===== src/rtl/sad_search_ctrl_if.sv =====
// -----------------------------------------------------------------------------
// sad_search_ctrl_if
// Link between the search sequencer and the SAD engine/fetch unit.
//   fetch_req          sequencer -> fetch : candidate request
//   fetch_x / fetch_y  sequencer -> fetch : signed candidate offset
//   fetch_rdy          fetch -> sequencer : block for the offset is on refi
//   cal_en             sequencer -> engine: engine start (request & ready)
//   sad_in             engine -> sequencer: SAD result (DWIDTH+8 bits)
//   sad_vld_in         engine -> sequencer: result valid
// Modports: master = sequencer side, slave = fetch/engine side.
// -----------------------------------------------------------------------------
interface sad_search_ctrl_if #(
  parameter int DWIDTH = 8,
  parameter int OFF_W  = 4
);
  logic                    fetch_req;
  logic signed [OFF_W-1:0] fetch_x;
  logic signed [OFF_W-1:0] fetch_y;
  logic                    fetch_rdy;
  logic                    cal_en;
  logic [DWIDTH+7:0]       sad_in;
  logic                    sad_vld_in;

  modport master (
    output fetch_req, fetch_x, fetch_y, cal_en,
    input  fetch_rdy, sad_in, sad_vld_in
  );

  modport slave (
    input  fetch_req, fetch_x, fetch_y, cal_en,
    output fetch_rdy, sad_in, sad_vld_in
  );
endinterface


===== src/rtl/sad_search_ctrl.sv =====
// -----------------------------------------------------------------------------
// sad_search_ctrl
// Full-search motion-estimation sequencer for the 16x16 SAD engine. Walks all
// offsets of the +/-SR window in raster order, requests each candidate from
// the fetch unit, fires the engine on each handshake, tags the pipelined
// results with their offsets and reports the minimum SAD and its vector.
//
// Ports:
//   clk, rstn          clock, asynchronous active-low reset
//   start              one-cycle pulse, begins a search when idle
//   sad_thr            early-termination threshold
//   busy               search in progress
//   eng (master)       fetch request/offset/ready, cal_en, SAD result/valid
//   best_sad           minimum SAD of the last search
//   best_x, best_y     signed offset of best_sad
//   done               one-cycle pulse, best_* valid until the next start
//
// Optional feature: define SAD_EARLY_TERM_EN to stop issuing once a returned
// SAD is <= sad_thr. Without it sad_thr is unused and all candidates are
// visited.
// -----------------------------------------------------------------------------
module sad_search_ctrl #(
  parameter int DWIDTH     = 8,
  parameter int PIPE_STAGE = 5,
  parameter int SR         = 4,
  parameter int OFF_W      = 4
) (
  input  logic                    clk,
  input  logic                    rstn,
  input  logic                    start,
  input  logic [DWIDTH+7:0]       sad_thr,
  output logic                    busy,
  sad_search_ctrl_if.master       eng,
  output logic [DWIDTH+7:0]       best_sad,
  output logic signed [OFF_W-1:0] best_x,
  output logic signed [OFF_W-1:0] best_y,
  output logic                    done
);

  localparam int SAD_W      = DWIDTH + 8;
  // At most PIPE_STAGE+1 results are outstanding, so this depth never fills.
  localparam int FIFO_DEPTH = PIPE_STAGE + 2;
  localparam int PTR_W      = (FIFO_DEPTH > 1) ? $clog2(FIFO_DEPTH) : 1;
  localparam logic signed [OFF_W-1:0] POS_SR = OFF_W'(SR);
  localparam logic signed [OFF_W-1:0] NEG_SR = OFF_W'(-SR);

  typedef enum logic [1:0] {S_IDLE, S_ISSUE, S_DRAIN, S_DONE} state_t;

  state_t                  state_reg, state_next;
  logic signed [OFF_W-1:0] x_reg, y_reg;
  logic [7:0]              issued_reg, returned_reg, returned_next;
  logic [PTR_W-1:0]        wr_ptr_reg, rd_ptr_reg;
  logic signed [OFF_W-1:0] fifo_x_reg [FIFO_DEPTH];
  logic signed [OFF_W-1:0] fifo_y_reg [FIFO_DEPTH];
  logic [SAD_W-1:0]        min_reg, min_next;
  logic signed [OFF_W-1:0] min_x_reg, min_y_reg, min_x_next, min_y_next;
  logic [SAD_W-1:0]        best_sad_reg;
  logic signed [OFF_W-1:0] best_x_reg, best_y_reg;

  logic fetch_req_int;
  logic handshake;
  logic last_pos;
  logic vld_act;
  logic term_hit;

  function automatic logic [PTR_W-1:0] ptr_inc(input logic [PTR_W-1:0] p);
    return (p == PTR_W'(FIFO_DEPTH - 1)) ? '0 : p + PTR_W'(1);
  endfunction

  assign handshake     = fetch_req_int & eng.fetch_rdy;
  assign last_pos      = (x_reg == POS_SR) && (y_reg == POS_SR);
  // Results are only meaningful while a search is running; stale engine
  // outputs arriving in IDLE (e.g. after a reset) are dropped.
  assign vld_act       = eng.sad_vld_in && ((state_reg == S_ISSUE) || (state_reg == S_DRAIN));
  assign returned_next = returned_reg + 8'(vld_act);

`ifdef SAD_EARLY_TERM_EN
  assign term_hit = vld_act && (eng.sad_in <= sad_thr);
`else
  logic sad_thr_unused;
  assign sad_thr_unused = ^sad_thr;
  assign term_hit       = 1'b0;
`endif

  // ---------------------------------------------------------------- FSM
  always_ff @(posedge clk or negedge rstn) begin
    if (!rstn) state_reg <= S_IDLE;
    else       state_reg <= state_next;
  end

  always_comb begin
    state_next = state_reg;
    case (state_reg)
      S_IDLE:  if (start) state_next = S_ISSUE;
      S_ISSUE: if ((handshake && last_pos) || term_hit) state_next = S_DRAIN;
      // Leave as the final result arrives so done lines up with it.
      S_DRAIN: if (returned_next == issued_reg) state_next = S_DONE;
      S_DONE:  state_next = S_IDLE;
      default: state_next = S_IDLE;
    endcase
  end

  always_comb begin
    busy          = 1'b0;
    fetch_req_int = 1'b0;
    done          = 1'b0;
    case (state_reg)
      S_ISSUE: begin
        busy          = 1'b1;
        fetch_req_int = 1'b1;
      end
      S_DRAIN: busy = 1'b1;
      S_DONE:  done = 1'b1;
      default: ;
    endcase
  end

  // ------------------------------------------------------ result compare
  // Strict less-than plus in-order returns keeps the earliest candidate on ties.
  always_comb begin
    min_next   = min_reg;
    min_x_next = min_x_reg;
    min_y_next = min_y_reg;
    if (vld_act && (eng.sad_in < min_reg)) begin
      min_next   = eng.sad_in;
      min_x_next = fifo_x_reg[rd_ptr_reg];
      min_y_next = fifo_y_reg[rd_ptr_reg];
    end
  end

  // ----------------------------------------------------------- datapath
  always_ff @(posedge clk or negedge rstn) begin
    if (!rstn) begin
      x_reg        <= '0;
      y_reg        <= '0;
      issued_reg   <= '0;
      returned_reg <= '0;
      wr_ptr_reg   <= '0;
      rd_ptr_reg   <= '0;
      min_reg      <= '0;
      min_x_reg    <= '0;
      min_y_reg    <= '0;
      best_sad_reg <= '0;
      best_x_reg   <= '0;
      best_y_reg   <= '0;
    end else begin
      if ((state_reg == S_IDLE) && start) begin
        x_reg        <= NEG_SR;
        y_reg        <= NEG_SR;
        issued_reg   <= '0;
        returned_reg <= '0;
        wr_ptr_reg   <= '0;
        rd_ptr_reg   <= '0;
        min_reg      <= '1;
        min_x_reg    <= NEG_SR;
        min_y_reg    <= NEG_SR;
      end else begin
        if (handshake) begin
          issued_reg <= issued_reg + 8'd1;
          wr_ptr_reg <= ptr_inc(wr_ptr_reg);
          // The final offset is held rather than walked past +SR.
          if (!last_pos) begin
            if (x_reg == POS_SR) begin
              x_reg <= NEG_SR;
              y_reg <= y_reg + OFF_W'(1);
            end else begin
              x_reg <= x_reg + OFF_W'(1);
            end
          end
        end
        if (vld_act) begin
          returned_reg <= returned_next;
          rd_ptr_reg   <= ptr_inc(rd_ptr_reg);
          min_reg      <= min_next;
          min_x_reg    <= min_x_next;
          min_y_reg    <= min_y_next;
        end
      end
      // Publish on the edge entering DONE, including a result arriving now.
      if ((state_reg != S_DONE) && (state_next == S_DONE)) begin
        best_sad_reg <= min_next;
        best_x_reg   <= min_x_next;
        best_y_reg   <= min_y_next;
      end
    end
  end

  // Position tags written on issue, read in order on each result.
  always_ff @(posedge clk or negedge rstn) begin
    if (!rstn) begin
      for (int i = 0; i < FIFO_DEPTH; i++) begin
        fifo_x_reg[i] <= '0;
        fifo_y_reg[i] <= '0;
      end
    end else if (handshake) begin
      fifo_x_reg[wr_ptr_reg] <= x_reg;
      fifo_y_reg[wr_ptr_reg] <= y_reg;
    end
  end

  assign eng.fetch_req = fetch_req_int;
  assign eng.fetch_x   = x_reg;
  assign eng.fetch_y   = y_reg;
  assign eng.cal_en    = handshake;
  assign best_sad      = best_sad_reg;
  assign best_x        = best_x_reg;
  assign best_y        = best_y_reg;

endmodule


===== src/flat_wrapper.sv =====
// flat-port wrapper written by rule: the top's interface ports become plain ports
module sad_search_ctrl_flat 
#(
  parameter int DWIDTH     = 8,
  parameter int PIPE_STAGE = 5,
  parameter int SR         = 4,
  parameter int OFF_W      = 4
)
  (clk, rstn, start, sad_thr, busy, best_sad, best_x, best_y, done, eng_fetch_req, eng_fetch_x, eng_fetch_y, eng_cal_en, eng_fetch_rdy, eng_sad_in, eng_sad_vld_in);
  sad_search_ctrl_if #(.DWIDTH(DWIDTH), .OFF_W(OFF_W)) eng_i ();
  input  logic clk;
  input  logic rstn;
  input  logic start;
  input  logic [DWIDTH+7:0] sad_thr;
  output logic busy;
  output logic [DWIDTH+7:0] best_sad;
  output logic signed [OFF_W-1:0] best_x;
  output logic signed [OFF_W-1:0] best_y;
  output logic done;
  output wire logic [$bits(eng_i.fetch_req)-1:0] eng_fetch_req;
  output wire logic [$bits(eng_i.fetch_x)-1:0] eng_fetch_x;
  output wire logic [$bits(eng_i.fetch_y)-1:0] eng_fetch_y;
  output wire logic [$bits(eng_i.cal_en)-1:0] eng_cal_en;
  input wire logic [$bits(eng_i.fetch_rdy)-1:0] eng_fetch_rdy;
  input wire logic [$bits(eng_i.sad_in)-1:0] eng_sad_in;
  input wire logic [$bits(eng_i.sad_vld_in)-1:0] eng_sad_vld_in;
  assign eng_fetch_req = eng_i.fetch_req;
  assign eng_fetch_x = eng_i.fetch_x;
  assign eng_fetch_y = eng_i.fetch_y;
  assign eng_cal_en = eng_i.cal_en;
  assign eng_i.fetch_rdy = eng_fetch_rdy;
  assign eng_i.sad_in = eng_sad_in;
  assign eng_i.sad_vld_in = eng_sad_vld_in;
  sad_search_ctrl #(.DWIDTH(DWIDTH), .PIPE_STAGE(PIPE_STAGE), .SR(SR), .OFF_W(OFF_W)) u_core (.clk(clk), .rstn(rstn), .start(start), .sad_thr(sad_thr), .busy(busy), .eng(eng_i), .best_sad(best_sad), .best_x(best_x), .best_y(best_y), .done(done));
endmodule

===== config.mk =====
export PLATFORM = sky130hd
export DESIGN_NAME = sad_search_ctrl_flat
export DESIGN_NICKNAME = d
export VERILOG_FILES = /design/src/rtl/sad_search_ctrl_if.sv /design/src/rtl/sad_search_ctrl.sv /design/src/flat_wrapper.sv
export SDC_FILE = /design/constraint.sdc
export NUM_CORES = 1
export LEC_CHECK = 0
export ABC_CLOCK_PERIOD_IN_PS = 3900
export CORE_MARGIN = 4
export CORE_UTILIZATION = 40
export DETAILED_ROUTE_END_ITERATION = 7
export HOLD_SLACK_MARGIN = 0.08
export PLACE_DENSITY = 0.72
export SLEW_MARGIN = 20
export SYNTH_ARGS = -nofsm -noshare
export SYNTH_HDL_FRONTEND = slang
export SYNTH_SLANG_ARGS = --single-unit

===== constraint.sdc =====
create_clock -name clk -period 3.9 [get_ports clk]
set_input_delay 0.975 -clock clk [delete_from_list [all_inputs] [get_ports clk]]
set_output_delay 0.975 -clock clk [all_outputs]
set_load 0.02 [all_outputs]

---- Word level (Yosys, flattened, before mapping) ----
Cells that the tools add are included.
Widths: inputs -> output; s select.
operators by class
  reduce and logical (&&, ||, !) cells .... 15
  $mul .................................... 0
  shift-type cells ........................ 0
  $lt $le $gt $ge ......................... 4
  add/sub/neg operators ................... 6
  bitwise logic cells ..................... 3
  equality and inequality tests ........... 11
  muxes and demuxes ....................... 44
  div/mod/pow operators ................... 0
operators with widths
  kind                 count
  $mux 4               19
  $bwmux 28            2
  $mux 16              3
  $mux 8               4
  $bmux 4 s3           2
  $mux 3               6
  $lt 16x16->1         1
  $demux 4 s3          1
  $add 4x2->4 const B  2
  $add 8x1->8          1
  $add 8x1->8 const B  1
  $eq 4x4->1 const B   2
  $eq 8x8->1           1
  $ge 4x4->1 const B   2
  $not 3->4            2
  $pmux 2 s4           1
  $logic_and 1x1->1    7
  $add 3x1->3 const B  2
  $eq 2x2->1 const B   3
  $eq 3x3->1 const B   2
  $mux 2               3
  $reduce_bool 2->1    3
  $lt 4x1->1 const B   1
  $ne 2x2->1 const B   2
  other kinds (8)      10
word-level totals
  register bits after elaboration ......... 136
  input port bits ......................... 37
  memories kept ........................... 0
  memory bits (writable) .................. 0
  logic and storage cells ................. 110
  bits in latches ......................... 0
  memory bits (read-only) ................. 0

---- Depth between registers and ports, before layout ----
  depth in word-level cells ............... 9
  depth in mapped cells ................... 14

---- Worst setup path after synthesis ----
OpenSTA, ideal clock, no wires.
  path type ............................... input port to flip-flop
  from .................................... in eng_sad_vld_in
  to ...................................... reg u_core.best_x_reg[0] (netlist: u_core.best_x[0])
  arrival ................................. 3.318 ns
  cell stages on the path ................. 11
  path slack .............................. 0.453 ns
  cells stage by stage .................... nand2_1 > clkbuf_1 > clkinv_1 > ha_1 > ha_1 > nand2b_1 > or4_1 > a31oi_2 > o211ai_4 > buf_6 > mux2i_1
on the way
  cells in the longest elaborated chain, start to end .. 7
  elaborated cells between the ends (all ways) .. 9
  classes of those cells .................. add/sub (1); eq/ne (2); mux (3); reduce/logical (3)
RTL lines
  element                RTL line                source
  start, declared        flat_wrapper.sv:26      input wire logic [$bits(eng_i.sad_vld_in)-1:0] eng_sad_vld_in;
  $logic_and 1x1->1 (*)  sad_search_ctrl.sv:74   assign vld_act = eng.sad_vld_in && ((state_reg == S_ISSUE) || (state_reg == S_DRAIN));
  $add 8x1->8            sad_search_ctrl.sv:75   assign returned_next = returned_reg + 8'(vld_act);
  $eq 8x8->1             sad_search_ctrl.sv:97   S_DRAIN: if (returned_next == issued_reg) state_next = S_DONE;
  $mux 2                 sad_search_ctrl.sv:97
  $pmux 2 s4             sad_search_ctrl.sv:93   case (state_reg)
  $eq 2x2->1             sad_search_ctrl.sv:180  if ((state_reg != S_DONE) && (state_next == S_DONE)) begin
  $logic_and 1x1->1      sad_search_ctrl.sv:180
  end signal, assigned   sad_search_ctrl.sv:182  best_x_reg <= min_x_next;
  end, declared          sad_search_ctrl.sv:58   logic signed [OFF_W-1:0] best_x_reg, best_y_reg;
Mark *: on every way between the ends. The rest lies on a longest branch, timed or not.
A chain may end at the register's enable or synchronous reset.

---- Worst setup path in the final report ----
  from .................................... in eng_sad_vld_in
  to ...................................... reg u_core.best_x_reg[3] (netlist: u_core.best_x[3])
The elaborated chain is that of the path after synthesis.

==> flow_summary.ini <==
[critical_path]
worst-path-max-fanout = 24
regToRegStartpoint = u_core.state_reg[0]
worstPathCellList = clkdlybuf4s50_1 -> nand2_1 -> clkinv_1 -> ha_1 -> ha_1 -> nand2_1 -> or3_1 -> o21a_1 -> a31oi_2 -> o211ai_4 -> buf_4 -> mux2i_1
reg2reg_depth = 12
critPathLaunchType = input pin
critPathBufInv = 3
cpMaxStageDelayCell = clkdlybuf4s50_1
max_stage_delay_ns = 0.52
path_class = input pin to flip-flop
crit_required_ns = 4.18
critical_path_cell_count = 12
crit_arrival_ns = 3.69
end_kind = flip-flop
cp_top_family = buffers and inverters
critPathCapture = u_core.best_x[3]
reg2reg_setup_slack_ns = 0.61
r2r_end = u_core.best_x[3]
critPathLaunch = eng_sad_vld_in

[routing]
drt_wl_total_um = 15100
via_per_inst = 5.23
first_iter_violations = 323
drc = 0
via_count = 4713
ant_nets = 0
drt-wirelength-per-cell_um = 16.7
dr.pass1.iters = 4

[sta]
fmax_ghz = 0.293
finalSetupTns_ns = 0
drv_slew = 0
fin_crit_sh_pct = 87.4
setup-violations-final = 0
rsz0062_at_grt = no
worstMarginPinSlew_ns = 0.958
period_needed_ns = 3.41
slew_headroom_pct = 36.2
hold_viol_final = 0
skew_ns = 0.00932

[pwr]
p_switching_uw = 2090
p_comb_share_pct = 35.9
leakagePower_uw = 0.00389
p_seq_share_pct = 38.6
clkPwrFrac_pct = 25.5
ir_drop_mv = 0.413
p_sw_share_pct = 35.7
cell_internal_pwr_uw = 3760
p_per_area_mw_per_mm2 = 713

[clocking]
holdBufCountCts = 0
htreeDepth = 4
cts_tree = done
cts_resized = 0
clock_latency_ns = 0.42
cts_made_buffers = 17
clock-root-buffer = clkbuf_16
path_clk_slew_ns = 0.05
cts_sinks = 136
cts_buffer_depth = 2
cts_setup_buffers = 0

[min_path]
hold_path_depth = 2
hold_class = flip-flop to flip-flop
hold_start = u_core.fifo_x_reg[21]

[placement]
portBuffers = 56
dp_cells = 872
dp_hpwl_um = 10400
gp_congestion = 0.831

[synth]
yosysUniqueCellTypes = 54
synth_top_area_share_pct = 49.8
synth_seq_area_share_pct = 49.8
syn_nets = 674
syn_avg_cell_area_um2 = 11.2
yosysMostFrequentCell = dfrtp_1
synthArstFlopShare_pct = 100
ys_warn_count = 0
yosysTopAreaCell = dfrtp_1
synthFlopType = dfrtp_1
synth_edf_count = 0
synthTopCellsByCount = dfrtp_1, mux2i_1, nand2_1
synth-seq-cells = 136
synth_area_mm2 = 0.00684
synth_cells = 609
synth_area_leaders = dfrtp_1, mux2i_1, mux2_2

[die]
fp.dieH_um = 139
pin_count = 73
die-area_mm2 = 0.0193
fp.coreArea_mm2 = 0.0166
die_width_um = 139
rows = 47
start_util_pct = 41.1

[run_status]
outcome = completed

[run]
maxCapViolCount = 0

[finish]
antenna-diode-count = 0
finalNonFillerCells = 902
area_growth_pct = 20.0
finalNetCount = 736
drive_above_1_share_pct = 16.1

[global_routing]
grt_overflow = 0
grt_pass1_wl_um = 25500
grt_pass1_vias = 5057
grt_usage_pct = 16.4
antenna_found_initial = 0
grt_max_degree = 58
==> power by group through the flow <==
| stage | clock network [uW] | registers, uW | logic, uW |
|---|---|---|---|
| after floorplan | 0 | 2250 | 1360 |
| after global placement | 0 | 2240 | 2050 |
| after detailed placement | 0 | 2280 | 2120 |
| after CTS | 1520 | 2260 | 2140 |
| after global routing | 1580 | 2330 | 2350 |
| final | 1490 | 2260 | 2100 |
==> logic make-up after synthesis <==
| group | after synthesis | synth area share, % |
|---|---|---|
| AND/OR/NAND/NOR | 148 | 10.4 |
| XOR/XNOR | 21 | 2.69 |
| AO/OA/AOI/OAI | 84 | 8.16 |
| multiplexers | 114 | 19.0 |
| adder cells (fa/ha/maj) | 28 | 5.12 |
| buffers and inverters | 78 | 4.78 |
| flip-flops | 136 | 49.8 |
==> per-layer routing <==
layer | part of all wire [%] | up-vias | global-route usage [%]
met5 | 0 | - | 0
met1 | 43 | 2362 | 20.4
met3 | 5.1 | 22 | 4.83
met2 | 50 | 98 | 27.7
li1 | - | 2231 | -
met4 | 1.7 | 0 | 5.25
==> how the worst min path moves through the flow <==
stage | endpoint | slack, ns
finish | u_core.fifo_x_reg[21] | 0.48
global route | u_core.fifo_x_reg[21] | 0.52
CTS | u_core.fifo_x_reg[21] | 0.49
detailed placement | u_core.fifo_x_reg[25] | 0.48
global placement | u_core.fifo_x_reg[24] | 0.46
floorplan | u_core.fifo_x_reg[20] | 0.45
==> placed cells by master, fill, tap and decap left out, types with 2 or more instances in the layout <==
cell,count
a211oi_1,5
a21o_1,2
a21oi_1,34
a31oi_1,7
and3_1,2
buf_4,14
clkbuf_1,6
clkbuf_16,17
clkbuf_8,4
clkdlybuf4s50_1,55
clkinv_2,2
dfrtp_1,136
ha_1,28
inv_1,50
mux2_2,49
mux2i_1,57
mux4_2,8
nand2_1,53
nand2b_1,7
nand3_1,7
nand4_1,6
nor2_1,48
nor2b_1,3
nor3_1,5
nor3_2,2
o211ai_1,2
o21ai_0,18
or3_1,6
xnor2_1,13
xor2_1,8
==> through the flow <==
step | utilization (%) | setup slack, ns | cell area (um^2) | hold slack, ns | total power [uW]
after floorplan | - | 0.453 | 6840 | 0.445 | 3610
after CTS | 49.3 | 0.511 | 8200 | 0.490 | 5920
after global placement | 46.0 | 0.197 | 7660 | 0.462 | 4290
final | 49.3 | 0.490 | 8200 | 0.481 | 5850
after detailed placement | 46.0 | 0.104 | 7660 | 0.475 | 4390
after global routing | 49.3 | 0.328 | 8200 | 0.518 | 6250
==> worst reg2reg max path: stages, from the launching register on <==
cell      delay, ns
dfrtp_1        0.43
inv_1          0.12
ha_1           0.36
nand2_1        0.11
clkinv_1       0.13
ha_1           0.21
ha_1           0.26
nand2b_1       0.17
or4_1          0.49
a31oi_2        0.29
o211ai_4       0.09
buf_4          0.29
mux2i_1        0.19
==> cell type report <==
class | count | area [um^2]
clock buffer | 27 | 503
clock inverter | 3 | 40.0
fill | 1468 | 8440
inverter | 51 | 191
multi-input combinational | 395 | 3120
sequential | 136 | 3400
tap | 220 | 275
timing repair buffer | 70 | 676
(Power assumes the default switching activity.)
==> patch: new RTL, same flow settings <==
`DWIDTH` is set to 8 in 3 places; all go to 10. Comments in the files are not updated.
--- a/src/rtl/sad_search_ctrl_if.sv
+++ b/src/rtl/sad_search_ctrl_if.sv
@@ -10,7 +10,7 @@
 // Modports: master = sequencer side, slave = fetch/engine side.
 // -----------------------------------------------------------------------------
 interface sad_search_ctrl_if #(
-  parameter int DWIDTH = 8,
+  parameter int DWIDTH = 10,
   parameter int OFF_W  = 4
 );
   logic                    fetch_req;
--- a/src/rtl/sad_search_ctrl.sv
+++ b/src/rtl/sad_search_ctrl.sv
@@ -20,7 +20,7 @@
 // visited.
 // -----------------------------------------------------------------------------
 module sad_search_ctrl #(
-  parameter int DWIDTH     = 8,
+  parameter int DWIDTH     = 10,
   parameter int PIPE_STAGE = 5,
   parameter int SR         = 4,
   parameter int OFF_W      = 4
--- a/src/flat_wrapper.sv
+++ b/src/flat_wrapper.sv
@@ -1,7 +1,7 @@
 // flat-port wrapper written by rule: the top's interface ports become plain ports
 module sad_search_ctrl_flat 
 #(
-  parameter int DWIDTH     = 8,
+  parameter int DWIDTH     = 10,
   parameter int PIPE_STAGE = 5,
   parameter int SR         = 4,
   parameter int OFF_W      = 4
Ports: changed (resized best_sad, eng_sad_in and sad_thr); port bits go from 73 to 79. The function was not compared with the original's and may differ.
==> patch against the unedited design <==
  * Cell area is 4.1% higher
  * Global-route usage down 0.33 points
  * Wire length barely moved
  * Hold slack improved by 6.1 ps
  * Largest power group unchanged
  * Fmax down 5.8%
  * Setup slack got worse by 210 ps
  * Count of clock-buffer cells in the layout decreased by 8
  * Sequential cell count up 4
  * Critical path type unchanged
  * Area after synthesis up 2.3%
  * Total power fell by 9.7%
  * Combinational power is 24% lower
==> patch: results (changes against the unedited design) <==
- Delay-heaviest family, CP: simple AND/OR/NAND/NOR gates (was buffers and inverters)
- First-pass iteration count of the detailed router: 5 (was 4)
- H-tree depth: 4 (unchanged)
- 1st-iter DRT viols: 211 (was 323)
- Peak fanout along the critical path: 13 (was 24)
- First-pass GRT wire length: 25,200 um (was 25,500 um)
- Worst Tran Pin Value: 924 ps (was 958 ps)
- Number of global-route vias before repair: 4,922 (was 5,057)
- Wirelength per Cell: 16.0 um (was 16.7 um)
- GP Congestion: 0.823 (was 0.831)
- Worst Hold Depth: 2 (unchanged)
- Top post-synthesis cells by count: dfrtp_1, mux2_2, nand2_1, nor2_1 (was dfrtp_1, mux2i_1, nand2_1)
- Placed wire-length estimate: 10,100 um (was 10,400 um)
- Worst reg2reg path depth: 14 (was 12)
- Sequential area share after synthesis: 0.501 (was 0.498)
- Hold Crit Start: u_core.fifo_y_reg[24] (was u_core.fifo_x_reg[21])
- CP arrival: 3920 ps (was 3690 ps)
- R2R setup slack: 330 ps (was 610 ps)
- Final net count: 773 (was 736)
- Post-DR vias/cell: 5.10 (was 5.23)
- Layout cells sized above 1: 0.192 (was 0.161)
- Syn Nets: 701 (was 674)
- Status: finished, final reports clean (unchanged)
- Port bufs: 60 (was 56)
- Area contributors post-synth: dfrtp_1, mux2_2, mux2i_1, ha_1, a21oi_1 (was dfrtp_1, mux2i_1, mux2_2, ha_1, nand2_1)
- Count of cell types in the netlist: 49 (was 54)
-- patch: cell types whose count changed after synthesis, moves of 5 or more --
cell and delta:
mux2_2 +13, mux2i_1 -12, clkbuf_1 +11, a21oi_1 +6, nand4_1 +6, a31oi_1 -5, and2_1 +5, inv_1 -5
xnor2_1 -5
-- patch: per-stage QoR --
step / utilization / setup slack, ps / std cells / area [um^2] / hold WS, ps
detailed placement: 0.462 / -156 / 908 / 7960 / 471
finish: 0.496 / 281 / 940 / 8540 / 487
global route: 0.496 / 32.7 / 940 / 8540 / 498
floorplan: - / 47.2 / 630 / 7000 / 445
global placement: 0.462 / -152 / 908 / 7960 / 465
CTS: 0.496 / 288 / 940 / 8540 / 486
-- patch: kinds of logic after synthesis --
kind of cell,count (synthesis),share of synthesized area
simple gates,158,0.104
flops,140,0.501
mux,117,0.194
compound gates,84,0.0739
buf+inv,80,0.0458
fa+ha+maj,30,0.0537
xor+xnor,21,0.0274
-- patch: power by group --
part	switching, mW	leakage [nW]	internal, mW	total, mW
clock network	0.637	0.284	0.961	1.60
registers	0.308	1.76	1.79	2.10
logic	0.813	1.88	0.779	1.59
total	1.76	3.92	3.53	5.29
-- patch: routing by layer --
metal,vias up,part of all wire,global-route usage
li1,2323,-,-
met1,2370,0.47,0.218
met2,82,0.48,0.253
met3,21,0.040,0.0471
met4,0,0.013,0.0454
met5,-,0,0
-- patch: how the worst max path moves through the flow --
stage / startpoint / to / slack [ps] / depth (start not counted)
after floorplan: eng_sad_vld_in / u_core.best_y[1] / 50 / 11
after global placement: eng_sad_vld_in / u_core.best_x[0] / -150 / 13
after detailed placement: eng_sad_vld_in / u_core.best_sad[3] / -160 / 14
after CTS: eng_sad_vld_in / u_core.best_sad[3] / 290 / 14
after global routing: u_core.state_reg[0] / u_core.best_sad[3] / 30 / 15
final: eng_sad_vld_in / u_core.best_x[3] / 280 / 13
-- patch: area by class of cell --
class	count	area [um^2]
inverter	47	178
sequential	140	3500
timing repair buffer	86	822
multi-input combinational	410	3170
fill	1494	8690
clock buffer	19	443
clock inverter	13	143
tap	225	282
-- patch: worst min-delay path: cells and delay by family, from the launching register on --
kind / cells / cell delay [ps]
flops: 1 / 350
compound gates: 1 / 60
simple gates: 1 / 50
